[config.mk]
export PLATFORM = sky130hd
export DESIGN_NAME = fifo_wr_arb
export DESIGN_NICKNAME = d
export VERILOG_FILES = /design/src/rtl/fifo_wr_arb_pkg.sv /design/src/rtl/rr_burst_sel.sv /design/src/rtl/fifo_wr_arb.sv
export SDC_FILE = /design/constraint.sdc
export NUM_CORES = 1
export LEC_CHECK = 0
export CORE_ASPECT_RATIO = 0.8
export CORE_UTILIZATION = 45
export CTS_CLUSTER_SIZE = 28
export DETAILED_ROUTE_END_ITERATION = 16
export PLACE_DENSITY_LB_ADDON = 0.1
export SETUP_SLACK_MARGIN = 0.2
export SYNTH_ARGS = -nofsm -noshare
export SYNTH_HDL_FRONTEND = slang
export SYNTH_HIERARCHICAL = 1
export SYNTH_SLANG_ARGS = --single-unit
[constraint.sdc]
create_clock -name clk -period 7.7 [get_ports clk]
set_input_delay 1.54 -clock clk [delete_from_list [all_inputs] [get_ports clk]]
set_output_delay 1.54 -clock clk [all_outputs]
set_load 0.05 [all_outputs]
[src/rtl/fifo_wr_arb_pkg.sv]
// Shared types and default sizing for the two-requester FIFO write arbiter.
package fifo_wr_arb_pkg;

  typedef enum logic [1:0] {
    StIdle = 2'd0,
    StOwn0 = 2'd1,
    StOwn1 = 2'd2
  } arb_state_e;

  localparam int unsigned DefWidth    = 8;
  localparam int unsigned DefDepth    = 16;
  localparam int unsigned DefMaxBurst = 4;

endpackage

[src/rtl/rr_burst_sel.sv]
// Round-robin owner selection with a burst cap that only applies while the
// other requester is waiting; holds everything while the FIFO has no room.
module rr_burst_sel
  import fifo_wr_arb_pkg::*;
#(
  parameter int unsigned MAX_BURST = DefMaxBurst
) (
  input  logic clk,
  input  logic rst,
  input  logic req0,
  input  logic req1,
  input  logic can_wr,
  output logic gnt0,
  output logic gnt1
);

  localparam int unsigned BW = $clog2(MAX_BURST + 1);

  arb_state_e    state_q, state_d;
  logic [BW-1:0] burst_q, burst_d;
  logic          last_q, last_d;  // 1 = requester 1 was granted most recently
  logic          grant;
  logic          grant_id;

  always_comb begin
    state_d  = state_q;
    burst_d  = burst_q;
    last_d   = last_q;
    grant    = 1'b0;
    grant_id = 1'b0;

    unique case (state_q)
      StIdle: begin
        if (req0 || req1) begin
          grant    = 1'b1;
          grant_id = (req0 && req1) ? ~last_q : req1;
        end
      end
      StOwn0: begin
        if (req0 && ((burst_q < BW'(MAX_BURST)) || !req1)) begin
          grant    = 1'b1;
          grant_id = 1'b0;
        end else if (req1) begin
          grant    = 1'b1;
          grant_id = 1'b1;
        end else begin
          state_d = StIdle;
          burst_d = '0;
        end
      end
      StOwn1: begin
        if (req1 && ((burst_q < BW'(MAX_BURST)) || !req0)) begin
          grant    = 1'b1;
          grant_id = 1'b1;
        end else if (req0) begin
          grant    = 1'b1;
          grant_id = 1'b0;
        end else begin
          state_d = StIdle;
          burst_d = '0;
        end
      end
      default: begin
        state_d = StIdle;
        burst_d = '0;
      end
    endcase

    if (!can_wr) begin
      // Full: freeze ownership so the pending requester is served in order later.
      grant   = 1'b0;
      state_d = state_q;
      burst_d = burst_q;
    end else if (grant) begin
      last_d  = grant_id;
      state_d = grant_id ? StOwn1 : StOwn0;
      if (state_d == state_q) begin
        burst_d = (burst_q < BW'(MAX_BURST)) ? burst_q + BW'(1) : burst_q;
      end else begin
        burst_d = BW'(1);
      end
    end
  end

  always_ff @(posedge clk) begin
    if (rst) begin
      state_q <= StIdle;
      burst_q <= '0;
      last_q  <= 1'b1;
    end else begin
      state_q <= state_d;
      burst_q <= burst_d;
      last_q  <= last_d;
    end
  end

  assign gnt0 = grant && !grant_id && !rst;
  assign gnt1 = grant && grant_id && !rst;

endmodule

[src/rtl/fifo_wr_arb.sv]
// Two-requester write arbiter feeding a FIFO: registered write port plus a
// mirrored occupancy count used to stop granting before the FIFO overflows.
module fifo_wr_arb
  import fifo_wr_arb_pkg::*;
#(
  parameter int unsigned WIDTH     = DefWidth,
  parameter int unsigned DEPTH     = DefDepth,
  parameter int unsigned MAX_BURST = DefMaxBurst
) (
  input  logic                     clk,
  input  logic                     rst,
  input  logic                     req0,
  input  logic [WIDTH-1:0]         d0,
  output logic                     gnt0,
  input  logic                     req1,
  input  logic [WIDTH-1:0]         d1,
  output logic                     gnt1,
  input  logic                     fifo_rd,
  output logic                     fifo_wr,
  output logic [WIDTH-1:0]         fifo_din,
  output logic [$clog2(DEPTH):0]   count
);

  localparam int unsigned CW = $clog2(DEPTH) + 1;

  logic             fifo_wr_q;
  logic [WIDTH-1:0] fifo_din_q;
  logic [CW-1:0]    count_q, count_d;
  logic [CW:0]      occ;
  logic             can_wr;
  logic             rd_eff;

  // The word already on the write port counts against the room left.
  assign occ    = {1'b0, count_q} + {{CW{1'b0}}, fifo_wr_q};
  assign can_wr = occ < (CW + 1)'(DEPTH);

  rr_burst_sel #(
    .MAX_BURST(MAX_BURST)
  ) u_sel (
    .clk   (clk),
    .rst   (rst),
    .req0  (req0),
    .req1  (req1),
    .can_wr(can_wr),
    .gnt0  (gnt0),
    .gnt1  (gnt1)
  );

  always_comb begin
    count_d = count_q;
    rd_eff  = fifo_rd && (count_q != '0);
    if (fifo_wr_q && !rd_eff && (count_q != CW'(DEPTH))) begin
      count_d = count_q + CW'(1);
    end else if (!fifo_wr_q && rd_eff) begin
      count_d = count_q - CW'(1);
    end
  end

  always_ff @(posedge clk) begin
    if (rst) begin
      fifo_wr_q  <= 1'b0;
      fifo_din_q <= '0;
      count_q    <= '0;
    end else begin
      fifo_wr_q <= gnt0 || gnt1;
      if (gnt0) begin
        fifo_din_q <= d0;
      end else if (gnt1) begin
        fifo_din_q <= d1;
      end
      count_q <= count_d;
    end
  end

  assign fifo_wr  = fifo_wr_q;
  assign fifo_din = fifo_din_q;
  assign count    = count_q;

endmodule

[Yosys cells after proc, flatten, opt, wreduce, memory -nomap -nowiden]
Index checks and enable logic that the tools add are counted.
Cells by class
  add/subtract/negate cells: 4
  $lt $le $gt $ge: 2
  equal/unequal tests: 10
  multiplexer cells: 31
  bitwise gates (word level): 1
  reduce and logical (&&, ||, !) cells: 28
Operators with widths (count)
  2-to-1 mux 3 bit: 7
  2-to-1 mux 8 bit: 2
  2-to-1 mux 2 bit: 6
  logical AND 1 bit: 11
  2-to-1 mux 1 bit: 10
  2-to-1 mux 5 bit: 2
  inequality test 3 x 2 -> 1 bit, second input constant: 3
  case mux 3 bit (3 select lines): 1
  AND reduction 7 bit: 1
  adder 5 x 1 -> 6 bit: 1
  zero test 1 bit: 6
  less-than comparator 6 x 5 -> 1 bit, second input constant: 1
  inequality test 3 bit, second input constant: 2
  case mux 1 bit (3 select lines): 2
  case mux 2 bit (3 select lines): 1
  AND reduction 6 bit: 1
  adder 5 x 1 -> 5 bit, second input constant: 1
  inequality test 5 bit, second input constant: 1
  nonzero test 5 bit: 1
  subtractor 5 x 1 -> 5 bit, second input constant: 1
  logical OR 1 bit: 4
  nonzero test 2 bit: 2
  adder 3 x 1 -> 3 bit, second input constant: 1
  less-than comparator 3 bit, second input constant: 1
  other kinds (7): 7
Word-level totals
  flip-flop bits (word level): 20
  bits of input ports: 21
  output and inout bits: 16
  word-level logic and storage cells: 82

[Logic depth before layout (Yosys ltp)]
  depth after elaboration: 10
  depth in mapped cells: 10
  depth with buffers taken out: 9

[Hierarchy]
The synthesis kept the hierarchy.
Modules (own cells, without submodules)
  fifo_wr_arb: times used 1, cells each 103, area each 864.6 um^2, seq. area each 280.3 um^2
  rr_burst_sel: times used 1, cells each 54, area each 460.4 um^2, seq. area each 120.1 um^2

[Worst setup path after synthesis]
Ideal clock, no wire load.
  path type: input port to output port
  start point: input req1
  end point: output gnt1
  arrival: 2616 ps
  required time: 6160 ps
  slack: 3544 ps
  stages: 3
  buffers on the path: 1
  path through: clkbuf_1 o21ai_1 nor2_1
Between the ends
  longest elaborated chain between the ends: 8
  elaborated cells between the ends (all ways): 19
  those cells by class: mux (11); reduce/logical (8)
Ends and longest elaborated chain
  start, declared: line fifo_wr_arb.sv:15  | input logic req1,
  zero test 1 bit: line rr_burst_sel.sv:40  | if (req0 && ((burst_q < BW'(MAX_BURST)) || !req1)) begin
  logical OR 1 bit: line rr_burst_sel.sv:40
  logical AND 1 bit: line rr_burst_sel.sv:40
  2-to-1 mux 1 bit: line rr_burst_sel.sv:40
  case mux 1 bit (3 select lines): line rr_burst_sel.sv:32  | unique case (state_q)
  2-to-1 mux 1 bit: line rr_burst_sel.sv:69  | if (!can_wr) begin
  logical AND 1 bit (*) (2 in a row): line rr_burst_sel.sv:98  | assign gnt1 = grant && grant_id && !rst;
  end, declared: line fifo_wr_arb.sv:17  | output logic gnt1,
Every way passes the cells marked *; elsewhere a longest branch is shown, timed or not.

[Worst setup path after layout]
  start point: input req0
  end point: output gnt1
Between the ends
  longest elaborated chain between the ends: 8
  elaborated cells between the ends (all ways): 19
  those cells by class: mux (11); reduce/logical (8)
Ends and longest elaborated chain
  start, declared: line fifo_wr_arb.sv:12  | input logic req0,
  zero test 1 bit: line rr_burst_sel.sv:52  | if (req1 && ((burst_q < BW'(MAX_BURST)) || !req0)) begin
  logical OR 1 bit: line rr_burst_sel.sv:52
  logical AND 1 bit: line rr_burst_sel.sv:52
  2-to-1 mux 1 bit: line rr_burst_sel.sv:52
  case mux 1 bit (3 select lines): line rr_burst_sel.sv:32
  2-to-1 mux 1 bit: line rr_burst_sel.sv:69
  logical AND 1 bit (*) (2 in a row): line rr_burst_sel.sv:98
Marked as above.

==> run_results.csv <==
group,metric,value,unit
run_status,status,"complete, no violations",
finish,mostFrequentLayoutCells,"clkdlybuf4s50_1, nor2_1, dfxtp_1",
worst_setup_path,reg2reg_slack,4.85,ns
worst_setup_path,path_cells,"clkdlybuf4s50_1, inv_1, o21ai_1, nor2_1, clkdlybuf4s50_1",
routing,post_drt_wl_per_cell,13.3,um
finish,drive_gt1_share,10.1,%
synthesis,synthSimpleGateAreaFrac,24.2,%
synthesis,yosys.area_share.adder,5.29,%
worst_setup_path,crit_path_max_fanout,10,
clock_network,htreeDepth,1,
synthesis,synth_edf_count,0,
finish,n_antenna_cell,0,
power_and_ir_drop,power.density,360,nW/um^2
routing,drc,0,
die,row_count,17,
synthesis,muxShareOfSynthArea,9.82,%
finish,nNetsFinal,216,
sta,relSlewSlack,33.0,%
sta,period_share,73.7,%
sta,setup_violations,0,
finish,areaGrowthSynthToFinish,32.2,%
synthesis,async_reset_ff_share,0,%
finish,fill_cells,263,
power_and_ir_drop,leakage,0.662,nW
worst_setup_path,path_buf_inv,3,
routing,vias,1241,
worst_hold_path,hold_class,"flop to flop",
sta,worst_slew_pin_slew,1.00,ns
worst_setup_path,required,6.16,ns
sta,layout_min_cycle_time,5.68,ns
sta,fin_skew,0.00574,ns
worst_setup_path,endpoint,"gnt1",
worst_setup_path,rr_worst_depth,8,
power_and_ir_drop,ir_drop,0.000132,V
placed_design,dp_hpwl,2300,um
global_routing,grt_pass1_vias,1116,
worst_setup_path,path_class,"input port to output pin",
clock_network,cts_tree,"yes",
finish,final_common_cell,"clkdlybuf4s50_1",
clock_network,cts_root_buf,"clkbuf_8",
global_routing,gr-total-overflow,0,
worst_setup_path,startpoint_type,"input port",
synthesis,synth_top_family_by_area,"simple AND/OR/NAND/NOR gates",
worst_setup_path,cp.arrival,4.14,ns
worst_setup_path,rr_endpoint,"count[4]",
power_and_ir_drop,power,0.630,mW
synthesis,syn_inst,157,
routing,firstDrtPassIters,4,
worst_setup_path,crit_slowest_cell,"clkdlybuf4s50_1",
clock_network,cts_resized,0,
worst_setup_path,cp_slowest_stage_delay,0.97,ns
placed_design,dp_slack,2.04,ns
global_routing,grt_max_degree,26,
die,start_util,47.6,%
global_routing,antenna_found_initial,0,
worst_setup_path,startpoint,"req0",
routing,drt-initial-drc-count,65,
global_routing,grt_pass1_wl,5200,um
synthesis,yosysUniqueCellTypes,51,
synthesis,synth_compound_area_share,21.7,%
clock_network,clkTransAtPathRegs,0.08,ns
clock_network,clk_latency,0.26,ns
clock_network,cts_made_buffers,3,
synthesis,synth_seq_cells,20,
synthesis,synth_xor_area_share,1.32,%
routing,ant_nets,0,
worst_setup_path,worstSetupEndpointType,"output pin",
placed_design,port-buffer-count,36,
clock_network,cts.sinks,20,
synthesis,ys_seq_area_share,30.2,%
die,fp.dieArea,3170,um^2
clock_network,cts_setup_buffers,0,
clock_network,cts_hold_buf,0,
sta,tns,0,ns
sta,layout_setup_ws,2.02,ns
global_routing,gr-usage-all-layers,21.0,%
die,chipWidth,62.7,um
synthesis,synth_flop_cell,"dfxtp_1",
die,dieHeight,50.5,um
routing,routed_wl,3010,um
finish,instances_no_fill,227,
worst_hold_path,whs_path_depth,2,
placed_design,gp_congestion,0.843,
sta,max_freq,176,MHz
sta,final-max-slew-violation-count,0,
synthesis,yosysWarnings,6,
placed_design,dp_cells,223,
sta,finalHoldViolations,0,
clock_network,clockBufferDepth,2,
synthesis,syn_nets,183,
routing,via_per_inst,5.47,
run,max_cap_viol_count,0,
worst_setup_path,cpLargestDelayFamily,"buffers and inverters",
worst_setup_path,crit_top_cell,"clkdlybuf4s50_1",
worst_setup_path,path_depth,5,
finish,fin_util,62.9,%
die,core_area,2790,um^2
die,io_pins,37,
synthesis,syn_area_per_cell,8.44,um^2
worst_setup_path,worstReg2RegStart,"count[0]",
synthesis,synth_area,1330,um^2
sta,rsz0062_at_grt,"false",
## cell usage after synthesis, drive strengths merged, types with 5 or more instances
cell | n | share of area, %
nor2 | 25 | 7.1
dfxtp | 20 | 30
a21oi | 15 | 6.2
mux2i | 10 | 7.8
inv | 8 | 2.3
nor3 | 8 | 3.4
clkbuf | 5 | 1.4
nand2b | 5 | 2.4
o21ai | 5 | 1.9
## flip-flops by register name, summed over array words and instances (netlist names)
signal / cells
fifo_din: 8
u_sel/state_q: 2
u_sel/last_q: 1
fifo_wr: 1
count: 5
u_sel/burst_q: 3
## cell families (layout without fill, tap and decap cells)
| logic type | Yosys count | in the layout |
|---|---|---|
| AOI/OAI and AO/OA | 41 | 41 |
| buffers and inverters | 18 | 50 |
| DFF | 20 | 20 |
| adders and majority gates | 5 | 5 |
| xor gates and xnor gates | 2 | 2 |
| muxes | 12 | 12 |
| and+or+nand+nor | 59 | 59 |
## routing by layer
metal | share of wire [%] | GRT usage [%] | vias to the layer above
met1 | 44 | 24.8 | 577
met2 | 51 | 37.5 | 34
li1 | - | - | 628
met3 | 4.9 | 5.91 | 2
met5 | 0 | 0 | -
met4 | 0.47 | 5.81 | 0
## stage by stage
| stage | hold WS (ns) | cell area, um^2 |
|---|---|---|
| 2_1_floorplan | 0.450 | 1330 |
| 3_3_place_gp | 0.485 | 1680 |
| 3_5_place_dp | 0.482 | 1680 |
| 4_1_cts | 0.493 | 1750 |
| 5_1_grt | 0.502 | 1750 |
| 6_report | 0.492 | 1750 |
## worst min path at each step
stage	slack [ns]	start	endpoint
floorplan	0.45	u_sel/burst_q[1]	u_sel/burst_q[1]
global placement	0.49	u_sel/burst_q[1]	u_sel/burst_q[1]
detailed placement	0.48	u_sel/burst_q[1]	u_sel/burst_q[1]
CTS	0.49	u_sel/burst_q[1]	u_sel/burst_q[1]
global route	0.50	u_sel/burst_q[1]	u_sel/burst_q[1]
finish	0.49	u_sel/burst_q[1]	u_sel/burst_q[1]
## layout make-up
type,count,area [um^2],area share [%]
inverter,9,38.8,2.21
clock buffer,3,41.3,2.36
timing repair buffer,37,368,21.0
tap,38,47.5,2.71
clock inverter,1,30.0,1.71
sequential,20,400,22.9
multi-input combinational,119,826,47.1
## tightest hold or removal path: cells and delay by family (launching register included)
family	cells	cell delay, ns
and+or+nand+nor	1	0.05
DFF	1	0.32
AOI/OAI and AO/OA	1	0.07
## where the power goes
part | internal (mW) | switching [mW] | total, mW
sequential | 0.128 | 0.0346 | 0.162
combinational | 0.154 | 0.209 | 0.363
clock | 0.0694 | 0.0354 | 0.105
Note: power is estimated with default switching activity, not from simulation.
